### src/rtl/home_automation_ctrl.sv
// Multi-zone home controller: per-zone heater/cooler hysteresis, 3-level lighting,
// and latched fire/door alarms with a minimum hold time and operator acknowledge.
module home_automation_ctrl #(
   parameter int unsigned DW       = 8,
   parameter int unsigned NZ       = 4,
   parameter int unsigned T_LOW    = 68,
   parameter int unsigned T_SET    = 70,
   parameter int unsigned T_HIGH   = 72,
   parameter int unsigned L_DARK   = 15,
   parameter int unsigned L_BRIGHT = 120,
   parameter int unsigned ALRM_CYC = 5
) (
   input  logic             clk_i,
   input  logic             rst_ni,
   input  logic [NZ*DW-1:0] temp_sen_i,
   input  logic [DW-1:0]    lum_sen_i,
   input  logic             d_sen_i,
   input  logic             f_sen_i,
   input  logic             alrm_ack_i,
   output logic             b_alrm_o,
   output logic             f_alrm_o,
   output logic [NZ-1:0]    heater_o,
   output logic [NZ-1:0]    cooler_o,
   output logic             l_high_o,
   output logic             l_low_o,
   output logic [1:0]       state_o
);

   localparam int unsigned CW = $clog2(ALRM_CYC + 1);
   localparam logic [CW-1:0] CntLoad = CW'(ALRM_CYC - 1);
   localparam logic [DW-1:0] TLow    = DW'(T_LOW);
   localparam logic [DW-1:0] TSet    = DW'(T_SET);
   localparam logic [DW-1:0] THigh   = DW'(T_HIGH);
   localparam logic [DW-1:0] LDark   = DW'(L_DARK);
   localparam logic [DW-1:0] LBright = DW'(L_BRIGHT);

   typedef enum logic [1:0] {
      StRun  = 2'd0,
      StDoor = 2'd1,
      StFire = 2'd2
   } state_e;

   // Registered sensor inputs
   logic [NZ*DW-1:0] temp_q;
   logic [DW-1:0]    lum_q;
   logic             d_q, f_q, ack_q;

   state_e           state_q, state_d;
   logic [CW-1:0]    cnt_q, cnt_d, cnt_dec;
   logic             pend_q, pend_d;
   logic             b_alrm_q, b_alrm_d;
   logic             f_alrm_q, f_alrm_d;
   logic [NZ-1:0]    heater_q, heater_d;
   logic [NZ-1:0]    cooler_q, cooler_d;
   logic             l_high_q, l_high_d;
   logic             l_low_q, l_low_d;

   always_comb begin
      state_d = state_q;
      cnt_d   = cnt_q;
      pend_d  = pend_q;
      cnt_dec = (cnt_q != '0) ? cnt_q - CW'(1) : cnt_q;
      case (state_q)
         StRun: begin
            if (f_q) begin
               state_d = StFire;
               cnt_d   = CntLoad;
               pend_d  = d_q;
            end else if (d_q) begin
               state_d = StDoor;
               cnt_d   = CntLoad;
            end
         end
         StDoor: begin
            if (f_q) begin
               state_d = StFire;
               cnt_d   = CntLoad;
               pend_d  = 1'b1;
            end else if (cnt_q == '0 && ack_q && !d_q) begin
               state_d = StRun;
            end else begin
               cnt_d = cnt_dec;
            end
         end
         StFire: begin
            pend_d = pend_q | d_q;
            if (cnt_q == '0 && ack_q && !f_q) begin
               // A door event seen during the fire is serviced next.
               if (pend_d) begin
                  state_d = StDoor;
                  cnt_d   = CntLoad;
                  pend_d  = 1'b0;
               end else begin
                  state_d = StRun;
               end
            end else begin
               cnt_d = cnt_dec;
            end
         end
         default: begin
            state_d = StRun;
            cnt_d   = '0;
            pend_d  = 1'b0;
         end
      endcase
   end

   // Outputs are computed from the next state so they change on the same edge.
   always_comb begin
      b_alrm_d = (state_d == StDoor);
      f_alrm_d = (state_d == StFire);
      heater_d = '0;
      cooler_d = '0;
      l_high_d = 1'b0;
      l_low_d  = 1'b0;
      if (state_d == StFire) begin
         l_high_d = 1'b1;
      end else begin
         // Held state is zero during FIRE, so zones restart from 0 on exit.
         for (int unsigned z = 0; z < NZ; z++) begin
            heater_d[z] = heater_q[z];
            cooler_d[z] = cooler_q[z];
            if (temp_q[z*DW +: DW] < TLow) begin
               heater_d[z] = 1'b1;
            end else if (temp_q[z*DW +: DW] >= TSet) begin
               heater_d[z] = 1'b0;
            end
            if (temp_q[z*DW +: DW] > THigh) begin
               cooler_d[z] = 1'b1;
            end else if (temp_q[z*DW +: DW] <= TSet) begin
               cooler_d[z] = 1'b0;
            end
         end
         if (lum_q < LDark) begin
            l_high_d = 1'b1;
         end else if (lum_q < LBright) begin
            l_low_d = 1'b1;
         end
      end
   end

   always_ff @(posedge clk_i or negedge rst_ni) begin
      if (!rst_ni) begin
         temp_q   <= '0;
         lum_q    <= '0;
         d_q      <= 1'b0;
         f_q      <= 1'b0;
         ack_q    <= 1'b0;
         state_q  <= StRun;
         cnt_q    <= '0;
         pend_q   <= 1'b0;
         b_alrm_q <= 1'b0;
         f_alrm_q <= 1'b0;
         heater_q <= '0;
         cooler_q <= '0;
         l_high_q <= 1'b0;
         l_low_q  <= 1'b0;
      end else begin
         temp_q   <= temp_sen_i;
         lum_q    <= lum_sen_i;
         d_q      <= d_sen_i;
         f_q      <= f_sen_i;
         ack_q    <= alrm_ack_i;
         state_q  <= state_d;
         cnt_q    <= cnt_d;
         pend_q   <= pend_d;
         b_alrm_q <= b_alrm_d;
         f_alrm_q <= f_alrm_d;
         heater_q <= heater_d;
         cooler_q <= cooler_d;
         l_high_q <= l_high_d;
         l_low_q  <= l_low_d;
      end
   end

   assign b_alrm_o = b_alrm_q;
   assign f_alrm_o = f_alrm_q;
   assign heater_o = heater_q;
   assign cooler_o = cooler_q;
   assign l_high_o = l_high_q;
   assign l_low_o  = l_low_q;
   assign state_o  = state_q;

   a_no_heat_cool: assert property (@(posedge clk_i) disable iff (!rst_ni)
      (heater_q & cooler_q) == '0);
   a_no_both_lights: assert property (@(posedge clk_i) disable iff (!rst_ni)
      !(l_high_q && l_low_q));

endmodule

### config.mk
export PLATFORM = sky130hd
export DESIGN_NAME = home_automation_ctrl
export DESIGN_NICKNAME = d
export VERILOG_FILES = /design/src/rtl/home_automation_ctrl.sv
export SDC_FILE = /design/constraint.sdc
export NUM_CORES = 1
export LEC_CHECK = 0
export BUFFER_PORTS_ARGS = -buffer_cell sky130_fd_sc_hd__buf_2
export CAP_MARGIN = 10
export CORE_AREA = 3 3 71 79
export CTS_CLUSTER_DIAMETER = 150
export CTS_CLUSTER_SIZE = 10
export DETAILED_ROUTE_END_ITERATION = 16
export DIE_AREA = 0 0 74 82
export HOLD_SLACK_MARGIN = 0.02
export PLACE_DENSITY = 0.72
export SLEW_MARGIN = 20
export SYNTH_ARGS = -nofsm -noshare
export SYNTH_HDL_FRONTEND = slang
export SYNTH_SLANG_ARGS = --single-unit
### constraint.sdc
create_clock -name clk_i -period 1.5 [get_ports clk_i]
set_input_delay 0.3 -clock clk_i [delete_from_list [all_inputs] [get_ports clk_i]]
set_output_delay 0.3 -clock clk_i [all_outputs]
set_load 0.02 [all_outputs]
Yosys cells after proc, flatten, opt, wreduce, memory -nomap -nowiden:

Index checks and enable logic that the tools add are counted.

* equal/unequal tests: 9
* bitwise gates (word level): 1
* $lt $le $gt $ge: 18
* add/subtract/negate cells: 1
* multiplexer cells: 42
* reduce and logical (&&, ||, !) cells: 18

Operator list (number)
* $lt 8x7->1 const B: 5
* $ge 8x7->1 const B: 4
* $gt 8x7->1 const B: 4
* $le 8x7->1 const B: 4
* $reduce_bool 3->1: 9
* $mux 1: 25
* $mux 3: 7
* $mux 2: 5
* $ne 3x3->1 const B: 3
* $pmux 3 s3: 1
* $lt 8x4->1 const B: 1
* $mux 4: 2
* $pmux 2 s3: 1
* $eq 2x1->1 const B: 2
* $eq 2x2->1 const B: 2
* $ne 2x2->1 const B: 2
* $logic_and 1x1->1: 3
* $logic_not 3->1: 1
* $pmux 1 s3: 1
* $reduce_and 3->1: 1
* $sub 3x1->3 const B: 1
* $logic_not 1->1: 2
* $logic_not 2->1: 1
* $reduce_and 2->1: 1
* $or 1x1->1: 1

* logic and storage cells: 109
* output and inout port bits: 14
* bits of input ports: 45
* bits in registers: 61

Logic depth before layout (Yosys ltp):

Gate-level depths: netlist of the first run.

* depth after elaboration: 8
* gate-level depth with buffers: 6
* mapped depth without buffers: 6

Least setup slack after synthesis of the first run:

Ideal clock, no wire load.

* kind: register to register
* start: register cooler_o[0] (netlist name)
* end: register cooler_q[0], in the netlist cooler_o[0]
* required time: 1.367 ns
* clock period less this slack: 1.511 ns
* buffers on the path: 0
* cell stages (with the launch flop): 4
* path slack: -0.011 ns
* setup time: 0.133 ns
* arrival: 1.378 ns
* cell sequence: dfrtp_1 -> or4b_4 -> a2111oi_4 -> a211oi_2

RTL lines
* end signal, assigned: RTL line 170 `cooler_q <= cooler_d;`
* end, declared: RTL line 54 `logic [NZ-1:0] cooler_q, cooler_d;`

Worst setup path in the final report of the first run:

* start: register cnt_q[0]
* end: register cnt_q[2]

* longest elaborated chain between the ends: 5
* elaborated cells on any way between the ends: 14
* those cells by class: add/sub: 1; eq/ne: 2; mux: 5; reduce/logical: 6

RTL lines
* start, declared: RTL line 49 `logic [CW-1:0] cnt_q, cnt_d, cnt_dec;`
* start signal, assigned: RTL line 165 `cnt_q <= cnt_d;`
* $sub 3x1->3, or another cell as far along: RTL line 62 `cnt_dec = (cnt_q != '0) ? cnt_q - CW'(1) : cnt_q;`
* $mux 3 or $logic_and 1x1->1 (tied branches): RTL line 62, 79, 87
* $mux 3, or another cell as far along: RTL line 79 `end else if (cnt_q == '0 && ack_q && !d_q) begin`
* $mux 3, or another cell as far along: RTL line 75 `if (f_q) begin`
* $pmux 3 s3 or $reduce_and 3->1 (tied branches)

Parallel ways exist; a longest one is shown, timed or not. The select of a mux whose other input is x is not followed.
A chain may end at the register's enable or synchronous reset.

==> key figures, run 1 <==
Power
  – LEAKAGE: 1.42 nW
  – Peak supply drop: 0.000905 V
  – Pwr Density: 1700 nW/µm²
  – Total power draw: 0.00508 W

Routing
  – Detail-routed via count per cell: 4.96
  – Vias: 1539
  – Drt first pass iters: 4
  – Final ANT Viol Nets: 0
  – Remaining DRCs: 0
  – WL final: 4170 µm
  – Detailed Route Iter0 Violations: 42
  – DR WL/cell: 13.4 µm

Worst setup path
  – R2R Path Start: cnt_q[0]
  – Critical path arrival: 1.69 ns
  – Worst R2R Path Depth: 7
  – Type of the worst setup path: reg2reg
  – Crit. Startpoint: cnt_q[0]
  – R2R Setup Slk: 0.03 ns
  – Critical Path RT: 1.72 ns
  – CP Max Fanout: 3
  – R2r endpoint: cnt_q[2]
  – Setup crit start kind: flop
  – CP endpoint kind: flop

CTS
  – CTS Sinks: 61
  – CTS tree: yes
  – Worst-path clk slew: 0.07 ns
  – Worst skew pair latency: 0.33 ns
  – Root Driver: clkbuf_8
  – H-tree depth: 3
  – Cts bufs inserted: 9
  – Max Root-Sink Buffers: 2

STA
  – Slew headroom: 73.3%
  – Final worst setup slack: 0.0271 ns
  – Post-layout minimum cycle time: 1.47 ns
  – Worst-Margin Slew: 0.396 ns
  – Worst Clk Skew: 0.00965 ns
  – Fin. max-slew vios: 0
  – Final period util: 98.2%
  – Total negative slack: 0 ns
  – Max Clock Freq: 0.679 GHz
  – Hold slack: 0.0670 ns
  – Final setup viols: 0
  – Fin. Hold Viols: 0
  – RSZ-0062 raised after global routing: yes

Synth
  – Synthesized area: 2210 µm²
  – Syn nets: 211
  – Synth top area share: 69.2%
  – Post-Synthesis Cells: 164
  – Share of the yosys chip area belonging to registers: 69.2%
  – Synth Register Bits: 61
  – Ys async rst share: 100%
  – Dominant cell type by area after synthesis: dfrtp_1
  – Synthesized area per cell: 13.5 µm²
  – Netlist cell types: 39
  – Number of synthesized flops with an enable pin: 0
  – Synth Warn #: 0
  – Top_reg_cell synth: dfrtp_1
  – Synth top area cells: dfrtp_1 (69%), a2111oi_4 (2.5%), a21oi_1 (2.3%)

GRT
  – First-pass GRT wire length: 6710 µm
  – Vias in the first global route: 1572
  – Initial antenna violation count: 0
  – Grt total ovfl: 0
  – Gr usage total: 15.4%
  – Pin count of the biggest net entering global routing: 42

Die
  – Die Wd: 74 µm
  – Starting Density: 44.4%
  – Total core area: 4970 µm²
  – IO Pins: 59
  – Die area: 6070 µm²
  – Die height: 82 µm
  – Rows: 27

Finish
  – Fin cells: 310
  – N_diodes: 0
  – Seq. cell area: 1530 µm²
  – Area grow syn2layout: 35.8%
  – Share of cells above drive strength 1: 44.0%
  – Area of the multi-input gates: 671 µm²
  – Layout filler cell count: 399
  – Fin nets: 294

Worst hold path
  – Hold path start: d_sen_i
  – Hold Crit Class: in2reg
  – Hold path endpoint: d_q
  – Hold Path Stages: 1

Placed design
  – Placed insts: 290
  – Port bufs: 58
  – Placement Setup Slack: -0.0976 ns
  – GPL Wtd Cong: 0.797
  – Dpl hpwl: 3040 µm

Run status
  – Outcome: finished, final reports clean

Job
  – Max-cap viol count: 0
through the flow:
stage | utilization [%] | cell area (µm²)
global route | 60.3 | 3000
CTS | 59.5 | 2950
detailed placement | 53.8 | 2670
global placement | 53.8 | 2670
finish | 60.3 | 3000
floorplan | - | 2210
cells in the mapped netlist (2+ instances only):
cell and instances:
o21a_1 3, o21ai_0 8, or3_1 4, a211oi_2 2
o22ai_1 3, o211ai_1 2, a2111oi_4 2, inv_1 10
o31ai_1 2, nor2_1 12, nand4_1 2, and3_1 4
clkbuf_1 2, nor4_1 3, a21oi_1 10, dfrtp_1 61
ha_1 2, or4b_4 2, buf_2 2, nand3_1 2
nand2_1 8
layout by cell type, fill, tap and decap left out, drive strengths merged, types with 2 or more instances in the layout:
master	instances
buf	75
dfrtp	61
nor2	12
inv	11
a21oi	10
clkbuf	9
nand2	8
o21ai	8
or3	4
and3	4
clkinv	4
nor4	3
o22ai	3
o21a	3
bufinv	3
a211oi	3
nand4	2
o31ai	2
o211ai	2
nand3	2
or4b	2
a2111oi	2
ha	2
sequential cells by signal, summed over array words and instances, names as in the netlist:
| name | count |
|---|---|
| f_q | 1 |
| cnt_q | 3 |
| cooler_o | 4 |
| l_high_o | 1 |
| pend_q | 1 |
| ack_q | 1 |
| temp_q | 32 |
| d_q | 1 |
| state_o | 2 |
| f_alrm_o | 1 |
| l_low_o | 1 |
| b_alrm_o | 1 |
| heater_o | 4 |
| lum_q | 8 |
critical path, cell delays in order (launching register included):
cell and delay (ns):
dfrtp_1 0.37, inv_2 0.06, buf_4 0.12, ha_1 0.21
nor3b_2 0.17, o21ai_1 0.14, a21oi_1 0.08, a32o_1 0.20
timing repair:
action	in CTS	in global routing
resized for setup	6	9
endpoints found under the setup margin	14	10
pin swaps	7	1
endpoints found under the hold margin	10	0
buffers inserted	2	2
hold buffers	1	0
cell type report:
class | instances | area share [%]
Clock buffer | 9 | 4.14
Clock inverter | 7 | 3.80
Inverter | 11 | 1.38
Multi-Input combinational cell | 88 | 22.4
Sequential cell | 61 | 51.0
Tap cell | 58 | 2.42
Timing Repair Buffer | 76 | 14.8
routing by layer:
layer	part of all wire [%]	wire, µm	vias up	GRT usage [%]
met1	38	1580	722	15.5
met5	0	0	-	0
met4	1.9	79	0	8.33
met2	51	2130	54	26.2
li1	-	-	755	-
met3	9.1	379	8	7.22
worst max path at each step:
stage	endpoint	slack, ns	cells after the start
2_1_floorplan	cooler_o[0]	0.007	3
3_3_place_gp	cooler_o[3]	-0.01	6
3_5_place_dp	cooler_o[1]	-0.1	6
4_1_cts	cnt_q[2]	0.001	7
5_1_grt	cnt_q[2]	-0.06	7
6_report	cnt_q[2]	0.03	7
report_power, final:
group	total [W]	switching [W]	leakage, nW	internal, W
clock	0.00171	0.000616	0.123	0.00110
combinational	0.00132	0.000670	0.569	0.000645
sequential	0.00205	0.000176	0.725	0.00188
logic make-up (layout without fill, tap and decap cells):
group,Yosys count,count (layout),share of synthesized area (%)
compound gates,40,40,14.1
mux,1,1,0.510
flops,61,61,69.2
simple gates,44,44,12.0
buf+inv,15,103,2.67
fa+ha+maj,2,2,1.13
xor+xnor,1,1,0.397
Note: power is estimated with default switching activity, not from simulation.
==> run 2: changes to the inputs <==
CORE_AREA = 3 3 71 80   (was 3 3 71 79)
DIE_AREA = 0 0 74 83   (was 0 0 74 82)
PLACE_DENSITY = 0.71   (was 0.72)
==> run 2 against run 1 <==
Net effect: utilization grew 0.45 points; power grew 0.83%; the flow now finishes with violations (setup timing); sequential share of layout area shrank 0.34 points.
==> key figures, run 2 (synthesized netlist as in run 1, its figures left out) <==
CTS
  – Root Driver: clkbuf_8
  – CTS tree: yes
  – Worst skew pair latency: 0.33 ns
  – Max Root-Sink Buffers: 2
  – Cts bufs inserted: 9
  – Worst-path clk slew: 0.07 ns
  – CTS Sinks: 61
  – H-tree depth: 3

Power
  – Peak supply drop: 0.000921 V
  – Total power draw: 0.00512 W
  – Pwr Density: 1700 nW/µm²
  – LEAKAGE: 1.43 nW

Worst setup path
  – Delay of the slowest critical-path stage: 0.36 ns
  – Setup crit start kind: flop
  – Critical path, cell by cell: inv_2, buf_4, ha_1, nor3b_2, nor3_1, a21oi_1, a32o_1
  – Type of the worst setup path: reg2reg
  – CP Max Fanout: 3
  – Critical path arrival: 1.73 ns
  – Worst R2R Path Depth: 7
  – CP endpoint kind: flop
  – Buf+Inv Stages, Crit Path: 2
  – R2R Setup Slk: -0.008 ns
  – Critical Path RT: 1.72 ns
  – Crit-path slowest cell: dfrtp_1
  – Stages on worst setup path: 7
  – Crit path max-delay family: simple AND/OR/NAND/NOR gates

GRT
  – First-pass GRT wire length: 7010 µm
  – Pin count of the biggest net entering global routing: 62
  – Grt total ovfl: 0
  – Gr usage total: 15.1%
  – Vias in the first global route: 1623
  – Initial antenna violation count: 0

STA
  – Slew headroom: 73.8%
  – Final setup viols: 1
  – Final worst setup slack: -0.00801 ns
  – RSZ-0062 raised after global routing: yes
  – Fin. max-slew vios: 0
  – Fin. Hold Viols: 0
  – Total negative slack: -0.00801 ns
  – Worst-Margin Slew: 0.387 ns
  – Post-layout minimum cycle time: 1.51 ns
  – Final period util: 101%
  – Max Clock Freq: 0.663 GHz
  – Worst Clk Skew: 0.00854 ns

Routing
  – Final ANT Viol Nets: 0
  – WL final: 4380 µm
  – Detail-routed via count per cell: 5.07
  – Vias: 1593
  – Detailed Route Iter0 Violations: 47
  – DR WL/cell: 13.9 µm
  – Remaining DRCs: 0
  – Drt first pass iters: 4

Placed design
  – Port bufs: 58
  – Placed insts: 292
  – Dpl hpwl: 2960 µm
  – GPL Wtd Cong: 0.871

Die
  – Die Wd: 74 µm
  – Die area: 6140 µm²
  – Die height: 83 µm
  – Rows: 27
  – IO Pins: 59
  – Total core area: 4970 µm²
  – Starting Density: 44.4%

Finish
  – Fin nets: 298
  – Area grow syn2layout: 36.8%
  – N_diodes: 0
  – Share of cells above drive strength 1: 44.1%
  – Number of flip-flops in the largest register: 32
  – Regs by FF count: temp_q x32, lum_q x8
  – Fin cells: 314
  – Top reg by flops: temp_q
  – Commonest cells after routing, fill and taps aside: dfrtp_1 (58), buf_2 (58), buf_4 (19), clkbuf_8 (13), nor2_1 (12)

Job
  – Max-cap viol count: 0

Run status
  – Outcome: finished with violations
  – Failing checks: setup timing

Worst hold path
  – Hold Path Stages: 1
  – Hold Crit Class: in2reg
run 2: cell count changes in the layout (fill, tap and decap cells not counted), sizes merged:
cell and delta:
bufinv -1, clkinv -3, clkbuf +4, buf +4
run 2: timing repair:
action                                  in CTS  in global routing
hold endpoints to repair                    61                  0
pin swaps                                    3                  7
setup buffers                                0                  5
endpoints found under the setup margin      13                  7
hold buffers                                 1                  0
gates resized for setup                      6                  6
run 2: per-layer routing:
metal / vias to the layer above / part of all wire (%) / global-route usage (%)
met2: 46 / 51 / 24.3
met4: 0 / 1.4 / 7.41
met5: - / 0 / 0
met3: 7 / 8.1 / 7.38
li1: 759 / - / -
met1: 781 / 39 / 16.3
run 2: where the power goes:
group | leakage, nW | total, W | internal (W) | switching, W
Clock | 0.126 | 0.00171 | 0.00111 | 0.000595
Combinational | 0.582 | 0.00136 | 0.000680 | 0.000681
Sequential | 0.724 | 0.00205 | 0.00188 | 0.000174
Total | 1.43 | 0.00512 | 0.00367 | 0.00145
run 2: cell type report:
cell class | instances | area [µm²]
Fill cell | 375 | 1950
Sequential cell | 61 | 1530
Multi-Input combinational cell | 88 | 653
Timing Repair Buffer | 80 | 474
Clock buffer | 13 | 179
Tap cell | 58 | 72.6
Clock inverter | 3 | 65.1
Inverter | 11 | 43.8
run 2: path summary, 6_finish.rpt:
check                              endpoint  startpoint
worst max-delay path               cnt_q[2]    cnt_q[0]
worst min-delay path                  ack_q  alrm_ack_i
worst max register to register     cnt_q[2]    cnt_q[0]
worst min register to register  heater_o[2]  temp_q[23]
max in group asynchronous               f_q      rst_ni
min in group asynchronous       heater_o[1]      rst_ni
run 2: worst register-to-register path, stage by stage (launching register included):
cell     delay, ns
dfrtp_1       0.36
inv_2         0.06
buf_4         0.12
ha_1          0.21
nor3b_2       0.17
nor3_1        0.20
a21oi_1       0.08
a32o_1        0.21
run 2: through the flow:
stage	worst slack, ns	hold slack, ns	utilization (%)	cell area [µm²]
final	-0.00801	0.0737	60.8	3020
after global routing	-0.128	0.0469	60.8	3020
after CTS	0.0000379	0.0462	59.8	2970
after detailed placement	-0.111	0.327	54.1	2690
after global placement	-0.0204	0.328	54.1	2690
after floorplan	0.00689	0.00441	-	2210
==> run 3: changes to the inputs <==
CTS_BUF_LIST = sky130_fd_sc_hd__clkbuf_16   (was not set)
==> run 3 against run 2 <==
Net effect: the run now ends clean; non-clock buffer count down 2; final cell count decreased by 0.64%; hold slack improved by 0.012 ns; critical endpoint is now cooler_o[1]; largest cell class unchanged; highest routed layer unchanged.
==> key figures, run 3 (synthesized netlist as in run 1, its figures left out) <==
CTS
  – Root Driver: clkbuf_16
  – Cts bufs inserted: 9
  – Worst skew pair latency: 0.32 ns
  – Worst-path clk slew: 0.05 ns
  – H-tree depth: 3
  – Max Root-Sink Buffers: 2
  – CTS Sinks: 61
  – CTS tree: yes

STA
  – RSZ-0062 raised after global routing: yes
  – Max Clock Freq: 0.684 GHz
  – Total negative slack: 0 ns
  – Final period util: 97.4%
  – Final worst setup slack: 0.0386 ns
  – Fin. Hold Viols: 0
  – Fin. max-slew vios: 0
  – Worst-Margin Slew: 0.390 ns
  – Worst Clk Skew: 0.00370 ns
  – Post-layout minimum cycle time: 1.46 ns
  – Final setup viols: 0
  – Slew headroom: 73.6%

Finish
  – Top reg by flops: temp_q
  – N_diodes: 0
  – Share of cells above drive strength 1: 42.5%
  – Commonest cells after routing, fill and taps aside: dfrtp_1 (58), buf_2 (58), buf_4 (18), nor2_1 (12), a21oi_1 (10)
  – Regs by FF count: temp_q x32, lum_q x8
  – Fin nets: 296
  – Number of flip-flops in the largest register: 32
  – Area grow syn2layout: 39.1%

Routing
  – WL final: 4300 µm
  – Detail-routed via count per cell: 5.06
  – Detailed Route Iter0 Violations: 53
  – Drt first pass iters: 4
  – Final ANT Viol Nets: 0
  – DR WL/cell: 13.8 µm
  – Vias: 1578
  – Remaining DRCs: 0

Power
  – Net Sw Frac: 27.4%
  – Sw Pwr: 0.00150 W
  – Combinational power share: 24.5%
  – Peak supply drop: 0.00128 V
  – Clk network pwr share: 37.8%
  – Pwr Density: 1780 nW/µm²
  – Pint: 0.00396 W
  – Flop pwr share: 37.7%
  – LEAKAGE: 1.45 nW

Worst setup path
  – Setup crit start kind: flop
  – Critical Path RT: 1.69 ns
  – R2R Setup Slk: 0.04 ns
  – Critical path arrival: 1.65 ns
  – R2r endpoint: cooler_o[1]
  – R2R Path Start: temp_q[10]
  – CP endpoint kind: flop
  – CP Max Fanout: 2
  – Type of the worst setup path: reg2reg
  – Worst R2R Path Depth: 3

Die
  – Die area: 6140 µm²
  – Die height: 83 µm
  – Die Wd: 74 µm
  – Rows: 27
  – IO Pins: 59
  – Starting Density: 44.4%
  – Total core area: 4970 µm²

Placed design
  – Port bufs: 58
  – GPL Wtd Cong: 0.871
  – Dpl hpwl: 2960 µm
  – Placement Setup Slack: -0.111 ns

GRT
  – Vias in the first global route: 1629
  – First-pass GRT wire length: 6960 µm
  – Initial antenna violation count: 0
  – Gr usage total: 15.2%
  – Grt total ovfl: 0
  – Pin count of the biggest net entering global routing: 62

Worst hold path
  – Hold Path Stages: 1
  – Hold path endpoint: d_q
  – Hold path start: d_sen_i
  – Hold Crit Class: in2reg

Run status
  – Outcome: finished, final reports clean

Job
  – Max-cap viol count: 0
[run 3: cell types whose count changed in the layout (fill, tap and decap cells not counted), sizes merged]
cell / before / now
clkinv: 1 / 5
clkbuf: 13 / 9
buf: 79 / 77
[run 3: what timing repair did]
action	4_1_cts	5_1_grt
endpoints found under the setup margin	13	7
hold buffers	1	0
hold endpoints to repair	61	0
buffers inserted	0	3
pin swaps	3	9
gates resized for setup	5	7
[run 3: worst max-delay path, stage by stage (launching register included)]
cell       delay [ns]
dfrtp_1          0.37
or4b_4           0.55
a2111oi_4        0.32
a211oi_2         0.08
[run 3: power by group through the flow]
stage	sequential, W	combinational, W	clock (W)
2_1_floorplan	0.00217	0.000554	0
3_3_place_gp	0.00206	0.00115	0
3_5_place_dp	0.00207	0.00117	0
4_1_cts	0.00205	0.00123	0.00213
5_1_grt	0.00208	0.00146	0.00221
6_report	0.00206	0.00134	0.00207
[run 3: cell type report]
| class | instances | area [µm²] |
|---|---|---|
| Tap cell | 58 | 72.6 |
| Timing Repair Buffer | 78 | 455 |
| Sequential cell | 61 | 1530 |
| Clock inverter | 7 | 80.1 |
| Fill cell | 364 | 1900 |
| Clock buffer | 9 | 225 |
| Inverter | 11 | 41.3 |
| Multi-Input combinational cell | 88 | 664 |
[run 3: worst max path at each step]
stage	start	endpoint	slack, ns
after floorplan	cooler_o[0]	cooler_o[0]	0.007
after global placement	cnt_q[0]	cooler_o[3]	-0.02
after detailed placement	cnt_q[0]	cooler_o[1]	-0.11
after CTS	cnt_q[0]	cnt_q[0]	-0.002
after global routing	cnt_q[0]	cnt_q[2]	-0.07
final	temp_q[10]	cooler_o[1]	0.04
[run 3: routing by layer]
layer	vias to the layer above	wire [µm]	share of wire (%)	GRT usage [%]
met5	-	0	0	0
met4	0	98	2.3	8.73
li1	761	-	-	-
met1	755	1690	39	16.0
met2	51	2150	50	23.6
met3	11	361	8.4	7.87
[run 3: metrics by stage]
| stage | cell area [µm²] | power (W) | hold slack, ns | util, % | std cells |
|---|---|---|---|---|---|
| 6_report | 3070 | 0.00546 | 0.0855 | 61.8 | 312 |
| 3_5_place_dp | 2690 | 0.00324 | 0.327 | 54.1 | 292 |
| 3_3_place_gp | 2690 | 0.00321 | 0.328 | 54.1 | 292 |
| 4_1_cts | 3020 | 0.00540 | 0.0704 | 60.8 | 309 |
| 2_1_floorplan | 2210 | 0.00273 | 0.00441 | - | 164 |
| 5_1_grt | 3070 | 0.00575 | 0.0703 | 61.8 | 312 |
